==> src/rtl/pcmcia_pkg.sv <==
// ----------------------------------------------------------------------------
// pcmcia_pkg
// Shared definitions for the PCMCIA/CAM bus arbiter: bus widths, default
// access timing, the access-sequencer state encoding and the captured
// request bundle.
// ----------------------------------------------------------------------------
package pcmcia_pkg;

    localparam int ADDR_W = 26;
    localparam int DATA_W = 16;
    localparam int CNT_W  = 16;

    // Default access timing in clk_100mhz cycles.
    localparam int T_SETUP_DEF     = 3;
    localparam int T_STROBE_DEF    = 10;
    localparam int T_HOLD_DEF      = 2;
    localparam int TIMEOUT_CYC_DEF = 4096;

    typedef enum logic [2:0] {
        ST_IDLE,
        ST_SETUP,
        ST_STROBE,
        ST_WAIT,
        ST_HOLD
    } arb_state_e;

    // One master's access, captured at grant time.
    typedef struct packed {
        logic              write;
        logic              attr;
        logic [ADDR_W-1:0] addr;
        logic [DATA_W-1:0] wdata;
    } bus_req_t;

    // A phase lasting n cycles loads n-1 and ends on the cycle the count is 0.
    function automatic logic [CNT_W-1:0] cnt_load(input int cycles);
        return CNT_W'(cycles - 1);
    endfunction

endpackage

==> src/rtl/pcmcia_rr_arbiter.sv <==
// ----------------------------------------------------------------------------
// pcmcia_rr_arbiter
// Two-way round-robin grant. On a tie the requester that did not win last
// time is granted; a lone requester always wins. last_grant only moves when
// the grant is actually taken (accept).
//
// Ports:
//   clk_100mhz  system clock
//   rst         synchronous active-high reset (last_grant -> 1)
//   req[1:0]    request vector, bit N = requester N
//   accept      grant taken this cycle, update last_grant
//   grant[1:0]  one-hot combinational grant (0 when no request)
// ----------------------------------------------------------------------------
module pcmcia_rr_arbiter (
    input  logic       clk_100mhz,
    input  logic       rst,
    input  logic [1:0] req,
    input  logic       accept,
    output logic [1:0] grant
);

    logic last_grant;

    always_comb begin
        // NOTE: every always_comb output gets a default first so no path can infer a latch.
        grant = req;
        if (req == 2'b11) begin
            grant = last_grant ? 2'b01 : 2'b10;
        end
    end

    always_ff @(posedge clk_100mhz) begin
        // NOTE: sequential state uses non-blocking assignments so all flops update together.
        if (rst) begin
            last_grant <= 1'b1;
        end else if (accept) begin
            last_grant <= grant[1];
        end
    end

endmodule

==> src/rtl/pcmcia_bus_arbiter.sv <==
// ----------------------------------------------------------------------------
// pcmcia_bus_arbiter
// Shares the 16-bit PCMCIA/CAM bus between requester 0 (CAM init / CIS
// config) and requester 1 (EN50221 link-layer port). Every access runs
// SETUP -> STROBE -> (WAIT) -> HOLD with programmable cycle counts. All pad
// outputs are registered from the next-state decode so they are glitch free
// and line up exactly with the state register.
//
// Optional feature macro: PCMCIA_ARB_TIMEOUT_EN bounds WAIT to TIMEOUT_CYC
// cycles and reports the abort through err. Without it WAIT is unbounded
// and err is 0.
//
// Ports:
//   clk_100mhz, rst            clock, synchronous active-high reset
//   reqN_valid/write/attr/addr/wdata   request from master N (held to ack)
//   reqN_ack, reqN_done        one-cycle accept / completion pulses
//   rdata, err                 read data and timeout flag, valid with done
//   bus_addr, bus_wdata, bus_data_oe, bus_rdata   pad address/data
//   ce1_n, ce2_n, oe_n, we_n, reg_n                 pad strobes
//   wait_n                     asynchronous card wait
//   busy                       high whenever an access is in progress
// ----------------------------------------------------------------------------
module pcmcia_bus_arbiter
    import pcmcia_pkg::*;
#(
    parameter int T_SETUP     = T_SETUP_DEF,   // min 1
    parameter int T_STROBE    = T_STROBE_DEF,  // min 1
    parameter int T_HOLD      = T_HOLD_DEF,    // min 1
    parameter int TIMEOUT_CYC = TIMEOUT_CYC_DEF
) (
    input  logic              clk_100mhz,
    input  logic              rst,
    input  logic              req0_valid,
    input  logic              req0_write,
    input  logic              req0_attr,
    input  logic [ADDR_W-1:0] req0_addr,
    input  logic [DATA_W-1:0] req0_wdata,
    input  logic              req1_valid,
    input  logic              req1_write,
    input  logic              req1_attr,
    input  logic [ADDR_W-1:0] req1_addr,
    input  logic [DATA_W-1:0] req1_wdata,
    output logic              req0_ack,
    output logic              req1_ack,
    output logic              req0_done,
    output logic              req1_done,
    output logic [DATA_W-1:0] rdata,
    output logic              err,
    output logic [ADDR_W-1:0] bus_addr,
    output logic [DATA_W-1:0] bus_wdata,
    output logic              bus_data_oe,
    input  logic [DATA_W-1:0] bus_rdata,
    output logic              ce1_n,
    output logic              ce2_n,
    output logic              oe_n,
    output logic              we_n,
    output logic              reg_n,
    input  logic              wait_n,
    output logic              busy
);

    arb_state_e       state, state_d;
    logic [CNT_W-1:0] cnt, cnt_d;
    bus_req_t         cur, cur_d;
    bus_req_t         req0_bundle, req1_bundle;
    logic             owner, owner_d;
    logic [1:0]       grant;
    logic             accept;
    logic             capture;
    logic             wait_meta, wait_s;
    logic             active_d, strobe_on_d, done_d;
`ifdef PCMCIA_ARB_TIMEOUT_EN
    logic             timeout;
    logic             timed_out;
`endif

    assign req0_bundle = '{write: req0_write, attr: req0_attr, addr: req0_addr, wdata: req0_wdata};
    assign req1_bundle = '{write: req1_write, attr: req1_attr, addr: req1_addr, wdata: req1_wdata};

    assign req0_ack = accept & grant[0];
    assign req1_ack = accept & grant[1];

    pcmcia_rr_arbiter u_rr (
        .clk_100mhz (clk_100mhz),
        .rst        (rst),
        .req        ({req1_valid, req0_valid}),
        .accept     (accept),
        .grant      (grant)
    );

    // Two-flop synchroniser; resets to "ready" so a fresh access never sees a
    // stale wait from before reset.
    always_ff @(posedge clk_100mhz) begin
        if (rst) begin
            wait_meta <= 1'b1;
            wait_s    <= 1'b1;
        end else begin
            wait_meta <= wait_n;
            wait_s    <= wait_meta;
        end
    end

    always_comb begin
        state_d = state;
        cnt_d   = (cnt != '0) ? cnt - CNT_W'(1) : cnt;   // saturates at 0
        cur_d   = cur;
        owner_d = owner;
        accept  = 1'b0;
        capture = 1'b0;
`ifdef PCMCIA_ARB_TIMEOUT_EN
        timeout = 1'b0;
`endif
        unique case (state)
            ST_IDLE: begin
                // ack is combinational, so it is masked while reset is held.
                if (!rst && (grant != 2'b00)) begin
                    accept  = 1'b1;
                    cur_d   = grant[1] ? req1_bundle : req0_bundle;
                    owner_d = grant[1];
                    state_d = ST_SETUP;
                    cnt_d   = cnt_load(T_SETUP);
                end
            end
            ST_SETUP: begin
                if (cnt == '0) begin
                    state_d = ST_STROBE;
                    cnt_d   = cnt_load(T_STROBE);
                end
            end
            ST_STROBE: begin
                if (cnt == '0) begin
                    if (wait_s) begin
                        capture = ~cur.write;
                        state_d = ST_HOLD;
                        cnt_d   = cnt_load(T_HOLD);
                    end else begin
                        state_d = ST_WAIT;
                        cnt_d   = cnt_load(TIMEOUT_CYC);
                    end
                end
            end
            ST_WAIT: begin
                if (wait_s) begin
                    capture = ~cur.write;
                    state_d = ST_HOLD;
                    cnt_d   = cnt_load(T_HOLD);
                end
`ifdef PCMCIA_ARB_TIMEOUT_EN
                else if (cnt == '0) begin
                    // Abort: strobe released, rdata left untouched.
                    timeout = 1'b1;
                    state_d = ST_HOLD;
                    cnt_d   = cnt_load(T_HOLD);
                end
`endif
            end
            ST_HOLD: begin
                if (cnt == '0) begin
                    state_d = ST_IDLE;
                end
            end
            default: state_d = ST_IDLE;
        endcase

        active_d    = (state_d != ST_IDLE);
        strobe_on_d = (state_d == ST_STROBE) || (state_d == ST_WAIT);
        // done is registered, so it is raised for the last HOLD cycle.
        done_d      = (state_d == ST_HOLD) && (cnt_d == '0);
    end

    always_ff @(posedge clk_100mhz) begin
        if (rst) begin
            state       <= ST_IDLE;
            cnt         <= '0;
            cur         <= '0;
            owner       <= 1'b0;
            busy        <= 1'b0;
            ce1_n       <= 1'b1;
            ce2_n       <= 1'b1;
            oe_n        <= 1'b1;
            we_n        <= 1'b1;
            reg_n       <= 1'b1;
            bus_data_oe <= 1'b0;
            bus_addr    <= '0;
            bus_wdata   <= '0;
            rdata       <= '0;
            req0_done   <= 1'b0;
            req1_done   <= 1'b0;
            err         <= 1'b0;
`ifdef PCMCIA_ARB_TIMEOUT_EN
            timed_out   <= 1'b0;
`endif
        end else begin
            state       <= state_d;
            cnt         <= cnt_d;
            cur         <= cur_d;
            owner       <= owner_d;
            busy        <= active_d;
            ce1_n       <= ~active_d;          // always a 16-bit access
            ce2_n       <= ~active_d;
            reg_n       <= ~(active_d & cur_d.attr);
            oe_n        <= ~(strobe_on_d & ~cur_d.write);
            we_n        <= ~(strobe_on_d & cur_d.write);
            bus_data_oe <= active_d & cur_d.write;
            if (accept) begin
                bus_addr  <= cur_d.addr;
                bus_wdata <= cur_d.wdata;
            end
            if (capture) begin
                rdata <= bus_rdata;
            end
            req0_done   <= done_d & ~owner_d;
            req1_done   <= done_d & owner_d;
`ifdef PCMCIA_ARB_TIMEOUT_EN
            if (accept) begin
                timed_out <= 1'b0;
            end else if (timeout) begin
                timed_out <= 1'b1;
            end
            err         <= done_d & (timed_out | timeout);
`else
            err         <= 1'b0;
`endif
        end
    end

endmodule

==> config.mk <==
export PLATFORM = sky130hd
export DESIGN_NAME = pcmcia_bus_arbiter
export DESIGN_NICKNAME = d
export VERILOG_FILES = /design/src/rtl/pcmcia_pkg.sv /design/src/rtl/pcmcia_rr_arbiter.sv /design/src/rtl/pcmcia_bus_arbiter.sv
export SDC_FILE = /design/constraint.sdc
export NUM_CORES = 1
export LEC_CHECK = 0
export CAP_MARGIN = 10
export CORE_ASPECT_RATIO = 1.5
export CORE_MARGIN = 8
export CORE_UTILIZATION = 41
export CTS_CLUSTER_DIAMETER = 100
export DETAILED_ROUTE_END_ITERATION = 8
export GPL_TIMING_DRIVEN = 0
export PLACE_DENSITY = 0.77
export SYNTH_ARGS = -nofsm -noshare
export SYNTH_HDL_FRONTEND = slang
export SYNTH_SLANG_ARGS = --single-unit
==> constraint.sdc <==
create_clock -name clk_100mhz -period 3.4 [get_ports clk_100mhz]
set_input_delay 0.68 -clock clk_100mhz [delete_from_list [all_inputs] [get_ports clk_100mhz]]
set_output_delay 0.68 -clock clk_100mhz [all_outputs]
set_load 0.01 [all_outputs]
==> metrics.md, run 1 <==
| Metric | Value |
|---|---|
| Outcome | `completed` |
| Syn_area_per_cell | `8.23 µm²` |
| Fin crit period | `3.28 ns` |
| Syn Inst Count | `520` |
| Vias in the first global route | `4772` |
| H-Tree Depth | `3` |
| Reg2reg end | `req1_done$_SDFF_PP0_` |
| Seq cells post-synth | `91` |
| Post-synthesis compound-gate area fraction | `0.230` |
| Crit-path max cell delay | `0.54 ns` |
| Pins Over Slew Limit | `0` |
| Yosys warns | `0` |
| Starting Density | `0.422` |
| Worst setup SP type | `input pin` |
| Util after Layout | `0.644` |
| Setup violations, final | `0` |
| RSZ-0062 raised after global routing | `no` |
| N_diodes | `0` |
| Hold Crit Depth | `1` |
| Clock sink count | `91` |
| Top-count cell post-synth | `nand2_1` |
| Dominant synthesized flop cell | `dfxtp_1` |
| GR Overflow Total | `0` |
| Core Area | `10100 µm²` |
| Die area | `14000 µm²` |
| Max-cap violations | `0` |
| Xor-xnor portion of the synthesized cell area | `0.0102` |
| Antenna violations before repair | `1` |
| Port Buf Inserts | `177` |
| Post-synthesis instance area | `4280 µm²` |
| Final Hold Fails | `0` |
| Largest family of logic cells by synthesized area | `compound AO/OA/AOI/OAI gates` |
| Synth Area in Simple Gates | `0.222` |
| Ys async rst share | `0` |
| DRT antenna net count | `0` |
| Post-synthesis adder-cell area fraction | `0.00819` |
| Reg-to-reg startpoint | `cnt[0]$_SDFF_PP0_` |
| CTS max path bufs | `2` |
| Drt total wl | `15.4 mm` |
| CTS tree | `yes` |
| Pwr/cell area | `815 nW/µm²` |
| Clock Skews | `0.00475 ns` |
| Reg-to-reg setup timing slack | `0.13 ns` |
| Count of different cell masters after synthesis | `57` |
| CTS buffer count | `9` |
| F_max | `305 MHz` |
| Post-synth EDFFs | `0` |
| Hold EP | `wait_s$_SDFF_PP1_` |
| Post-Syn Nets | `631` |
| DR pass1 iterations | `4` |
| Global-route wire length before repair | `24.3 mm` |
| Fin nets | `820` |
| Area contributors post-synth | `dfxtp_1 43%, nand2_1 8.9%, o21a_1 7.4%, a31oi_1 6.6%, mux2i_1 4.4%` |
| Critical Path End Type | `output pin` |
| Req. time, crit path | `2.72 ns` |
| CP max-delay cell | `clkdlybuf4s50_1` |
| Gr usage total | `0.217` |
| Slew @ Worst Pin | `0.980 ns` |
| Initial DRC count | `153` |
| CTS Hold Bufs | `0` |
| Pin count of the biggest net entering global routing | `15` |
| Area Overhead vs Synth | `52.6%` |
| Share of the synthesized area in the top cell type | `0.426` |
| Clk_lat worst skew | `0.34 ns` |
| Layout cell share with drive strength beyond 1 | `0.0631` |
| Most common cell on crit path | `clkdlybuf4s50_1` |
| Detailed-route DRC error count | `0` |
| Row count | `45` |
| Crit Path Max Fanout | `7` |
| Sequential share of the synthesized area | `0.426` |
| Maximum VDD drop | `0.365 mV` |
| Hold WC Path Type | `reg2reg` |
| Wire per inst | `18.6 µm` |
| R2r worst-path depth | `10` |
| Placer Congestion | `0.929` |
| Crit path kind | `in2out` |
| Vias/cell | `5.53` |
| CP Cell Sequence | `clkdlybuf4s50_1, nor2_2, nor4b_4, nand2_1, inv_1, clkdlybuf4s50_1` |
| Clock transition at the registers of the reported paths | `0.06 ns` |
| I/O pin count | `179` |
| Vias | `4589` |
| Crit share post-route | `0.963` |
| LEAKAGE | `2.50 nW` |
| Worst Hold Launch | `wait_meta$_SDFF_PP1_` |
| Leading area contributor after synthesis | `dfxtp_1` |
| Slew HR | `0.342` |
| Mux cell area share after synthesis | `0.0471` |
| Final worst slack | `0.125 ns` |
| Dpl ws | `-0.578 ns` |
| Die height | `141 µm` |
| Synth top cells by count | `101 x nand2_1, 91 x dfxtp_1, 45 x a31oi_1` |
| Root buf cell | `clkbuf_16` |
| WP data arrival | `2.60 ns` |
| DP Wirelength | `12.3 mm` |
| Die width | `99.4 µm` |
-- per-stage QoR --
step	instance area, µm²	TNS (ns)	hold WS (ns)	instances	total power [mW]
after floorplan	4280	0	0.389	520	3.26
after global placement	6200	-1.36	0.398	814	4.25
after detailed placement	6200	-1.40	0.405	814	4.30
after CTS	6510	0	0.421	830	5.31
after global routing	6530	0	0.445	830	5.67
final	6530	0	0.423	830	5.32
-- sequential cells by signal, summed over array words and instances (netlist names), 2 cells and up --
signal,count
bus_addr,26
state,3
cnt,16
rdata,16
bus_wdata,16
cur,2
-- power by group --
group	leakage, nW	internal (mW)	switching, mW	total [mW]
sequential	0.749	1.36	0.194	1.55
clock	0.141	0.553	0.412	0.965
combinational	1.61	1.27	1.53	2.80
-- metal layers --
| metal | vias to the layer above | wire [µm] | global-route usage |
|---|---|---|---|
| met1 | 2148 | 5430 | 0.217 |
| li1 | 2225 | - | - |
| met5 | - | 13 | 0 |
| met2 | 183 | 8240 | 0.404 |
| met4 | 2 | 428 | 0.0881 |
| met3 | 31 | 1290 | 0.0660 |
-- cells by family after synthesis --
group / count (synthesis)
AND/OR/NAND/NOR: 204
flip-flops: 91
AO/OA/AOI/OAI: 142
adder cells (fa/ha/maj): 3
other: 1
XOR/XNOR: 5
multiplexers: 20
buffers and inverters: 54
-- cell usage in the layout (no fill, tap or decap), drive strengths merged, types with 3 or more instances in the layout --
master / count
a31oi: 45
clkdlybuf4s50: 176
a21oi: 19
nor3: 17
or3: 4
and3: 4
o31ai: 4
o211ai: 4
buf: 11
or4: 4
nor4b: 3
inv: 11
nor2: 37
o21ai: 8
nand2: 101
xnor2: 3
o21a: 42
or2: 3
nand4: 3
nand2b: 3
clkbuf: 46
nor4: 8
a211oi: 3
nand3: 7
mux2i: 19
dfxtp: 91
a2111oi: 3
-- worst max path at each step --
stage	from	slack, ns	depth (start not counted)	endpoint
finish	req0_valid	0.12	6	req1_ack
CTS	cnt[0]$_SDFF_PP0_	0.008	11	req1_done$_SDFF_PP0_
floorplan	cnt[0]$_SDFF_PP0_	0.31	11	req0_done$_SDFF_PP0_
detailed placement	req1_valid	-0.58	6	req1_ack
global route	req0_valid	0.004	6	req1_ack
global placement	req1_valid	-0.56	6	req1_ack
-- layout make-up --
class | count | area (µm²)
fill | 913 | 3610
multi-input combinational | 375 | 2250
sequential | 91 | 1820
timing repair buffer | 180 | 1790
clock buffer | 12 | 267
buffer | 42 | 193
tap | 117 | 146
inverter | 10 | 40.0
clock inverter | 3 | 21.3
-- critical path, delay by kind of cell --
family,cells,cell delay (ns)
buffers and inverters,3,1.20
AND/OR/NAND/NOR,3,0.71
-- what timing repair did --
action / 4_1_cts / 5_1_grt
endpoints found under the setup margin: 14 / 14
gates resized for setup: 3 / 3
pin swaps: 1 / 2
buffers inserted: 1 / 1
(Power assumes the default switching activity.)
==> run 2, diff against run 1 <==
--- a/config.mk
+++ b/config.mk
@@ -12,6 +12,7 @@
 export CTS_CLUSTER_DIAMETER = 100
 export DETAILED_ROUTE_END_ITERATION = 8
 export GPL_TIMING_DRIVEN = 0
+export HOLD_SLACK_MARGIN = 0.15
 export PLACE_DENSITY = 0.77
 export SYNTH_ARGS = -nofsm -noshare
 export SYNTH_HDL_FRONTEND = slang
==> results of run 2 <==
No change in the layout: final DEF, timing and power equal those of run 1.
==> run 3, diff against run 2 <==
--- a/config.mk
+++ b/config.mk
@@ -5,9 +5,10 @@
 export SDC_FILE = /design/constraint.sdc
 export NUM_CORES = 1
 export LEC_CHECK = 0
-export CAP_MARGIN = 10
+export ABC_CLOCK_PERIOD_IN_PS = 3400
+export CAP_MARGIN = 20
 export CORE_ASPECT_RATIO = 1.5
-export CORE_MARGIN = 8
+export CORE_MARGIN = 3
 export CORE_UTILIZATION = 41
 export CTS_CLUSTER_DIAMETER = 100
 export DETAILED_ROUTE_END_ITERATION = 8
==> run 3 against run 2 <==
Compared with the run above: critical path depth grew 1; register-to-register slack gained 0.10 ns; design area is essentially flat; fmax grew 0.12%; utilization is essentially flat; first-iteration DRC count grew 49%; clock power shrank 0.8%; combinational power is essentially flat; highest routed layer is now met4.
==> metrics.md, run 3 (synthesized netlist as in run 1, its figures left out) <==
| Metric | Value |
|---|---|
| FF/Latch Area | `1820 µm²` |
| Global routing usage on met1 | `0.243` |
| Vias | `4586` |
| WP data arrival | `2.59 ns` |
| NetSw | `2.12 mW` |
| Slew HR | `0.317` |
| Outcome | `completed` |
| Pwr/cell area | `816 nW/µm²` |
| Die width | `89.4 µm` |
| Global-route wire length before repair | `22.1 mm` |
| Port Buf Inserts | `177` |
| Placer Congestion | `0.898` |
| Clock Skews | `0.00724 ns` |
| CTS tree | `yes` |
| Sw Share | `0.399` |
| Pins Over Slew Limit | `0` |
| Clock power frac | `0.180` |
| Gr usage total | `0.240` |
| GR Layer Usage met2 | `0.418` |
| Hold WC Path Type | `reg2reg` |
| Layout cell share with drive strength beyond 1 | `0.0629` |
| Maximum VDD drop | `0.395 mV` |
| DP Wirelength | `11.1 mm` |
| Non-Filler Instances | `832` |
| Final Hold Fails | `0` |
| Vias/cell | `5.51` |
| Largest Register | `bus_addr` |
| Final Total Pwr | `5.32 mW` |
| M3 GR Usage | `0.0997` |
| Pin count of the biggest net entering global routing | `15` |
| Vias in the first global route | `4629` |
| P_int | `3.20 mW` |
| CTS max path bufs | `2` |
| Crit Path Max Fanout | `6` |
| Design Area, Final | `6530 µm²` |
| I/O pin count | `179` |
| H-Tree Depth | `3` |
| Drt total wl | `14.0 mm` |
| Die height | `131 µm` |
| Fin crit period | `3.27 ns` |
| RSZ-0062 raised after global routing | `no` |
| Placed cells | `815` |
| Slew @ Worst Pin | `1.02 ns` |
| Row count | `45` |
| Fillers | `906` |
| TNS Setup | `0 ns` |
| Setup violations, final | `0` |
| Crit path from | `req1_valid` |
| Crit share post-route | `0.962` |
| Fin nets | `822` |
| Reg-to-reg startpoint | `cnt[1]$_SDFF_PP0_` |
| Gr busiest metal | `met2` |
| Die area | `11700 µm²` |
| DR pass1 iterations | `4` |
| F_max | `306 MHz` |
| Root buf cell | `clkbuf_16` |
| Req. time, crit path | `2.72 ns` |
| N_diodes | `0` |
| Register share of total power | `0.291` |
| Initial DRC count | `228` |
| Core Area | `10100 µm²` |
| Logic gate share of total power | `0.529` |
| Clock transition at the registers of the reported paths | `0.06 ns` |
| GR Overflow Total | `0` |
| Most frequent cells in the layout | `177 x clkdlybuf4s50_1, 101 x nand2_1, 91 x dfxtp_1` |
| Commonest non-fill, non-tap cell in the layout | `clkdlybuf4s50_1` |
| Clock sink count | `91` |
| DRT antenna net count | `0` |
| Area Overhead vs Synth | `52.5%` |
| Crit path kind | `in2out` |
| Worst Hold Launch | `wait_meta$_SDFF_PP1_` |
| Area of the multi-input gates | `2230 µm²` |
| Max reg flops | `26` |
| CTS buffer count | `9` |
| Clk_lat worst skew | `0.34 ns` |
| Max-cap violations | `0` |
| Antenna violations before repair | `0` |
| Worst setup SP type | `input pin` |
| LEAKAGE | `2.49 nW` |
| Wire per inst | `16.9 µm` |
| Detailed-route DRC error count | `0` |
| Placed cell area | `6210 µm²` |
| Critical Path End Type | `output pin` |
| Starting Density | `0.422` |
==> run 3: layout make-up <==
cell class	count	share of cell area
multi-input combinational	375	0.342
sequential	91	0.279
timing repair buffer	182	0.277
clock buffer	12	0.0408
buffer	42	0.0295
tap	117	0.0224
inverter	10	0.00613
clock inverter	3	0.00326
==> run 3: worst max-delay path, cell delays in order <==
cell             delay (ns)
clkdlybuf4s50_1        0.54
nor2_1                 0.13
nor4b_2                0.29
buf_4                  0.20
nand2_1                0.07
inv_1                  0.12
clkdlybuf4s50_1        0.55
==> run 3: path summary, 6_finish.rpt <==
check,to,slack [ns],cells after the start
worst max-delay path,req1_ack,0.13,7
worst min-delay path,wait_s$_SDFF_PP1_,0.41,1
worst max register to register,req1_done$_SDFF_PP0_,0.23,10
worst min register to register,wait_s$_SDFF_PP1_,0.41,1
==> run 3: repair_timing <==
item	4_1_cts	5_1_grt
buffers inserted	3	0
pin swaps	2	2
endpoints found under the setup margin	14	3
resized for setup	3	2
hold buffers	0	0
==> run 3: power by group through the flow <==
| stage | Sequential [mW] | Clock (mW) | Combinational, mW |
|---|---|---|---|
| finish | 1.55 | 0.957 | 2.82 |
| global route | 1.58 | 1.03 | 3.05 |
| CTS | 1.54 | 0.983 | 2.78 |
| floorplan | 1.63 | 0 | 1.63 |
| global placement | 1.55 | 0 | 2.67 |
| detailed placement | 1.56 | 0 | 2.73 |
==> run 3: metrics by stage <==
stage,hold WS (ns),utilization,worst slack [ns]
after detailed placement,0.400,0.612,-0.276
after CTS,0.418,0.643,0.0427
after global routing,0.446,0.644,0.0272
final,0.412,0.644,0.129
after floorplan,0.389,-,0.310
after global placement,0.397,0.611,-0.686
==> run 3: layer usage <==
metal	vias to the layer above	wire, µm
met5	-	0
met4	0	434
met3	43	1280
met2	199	7280
met1	2108	5040
li1	2236	-
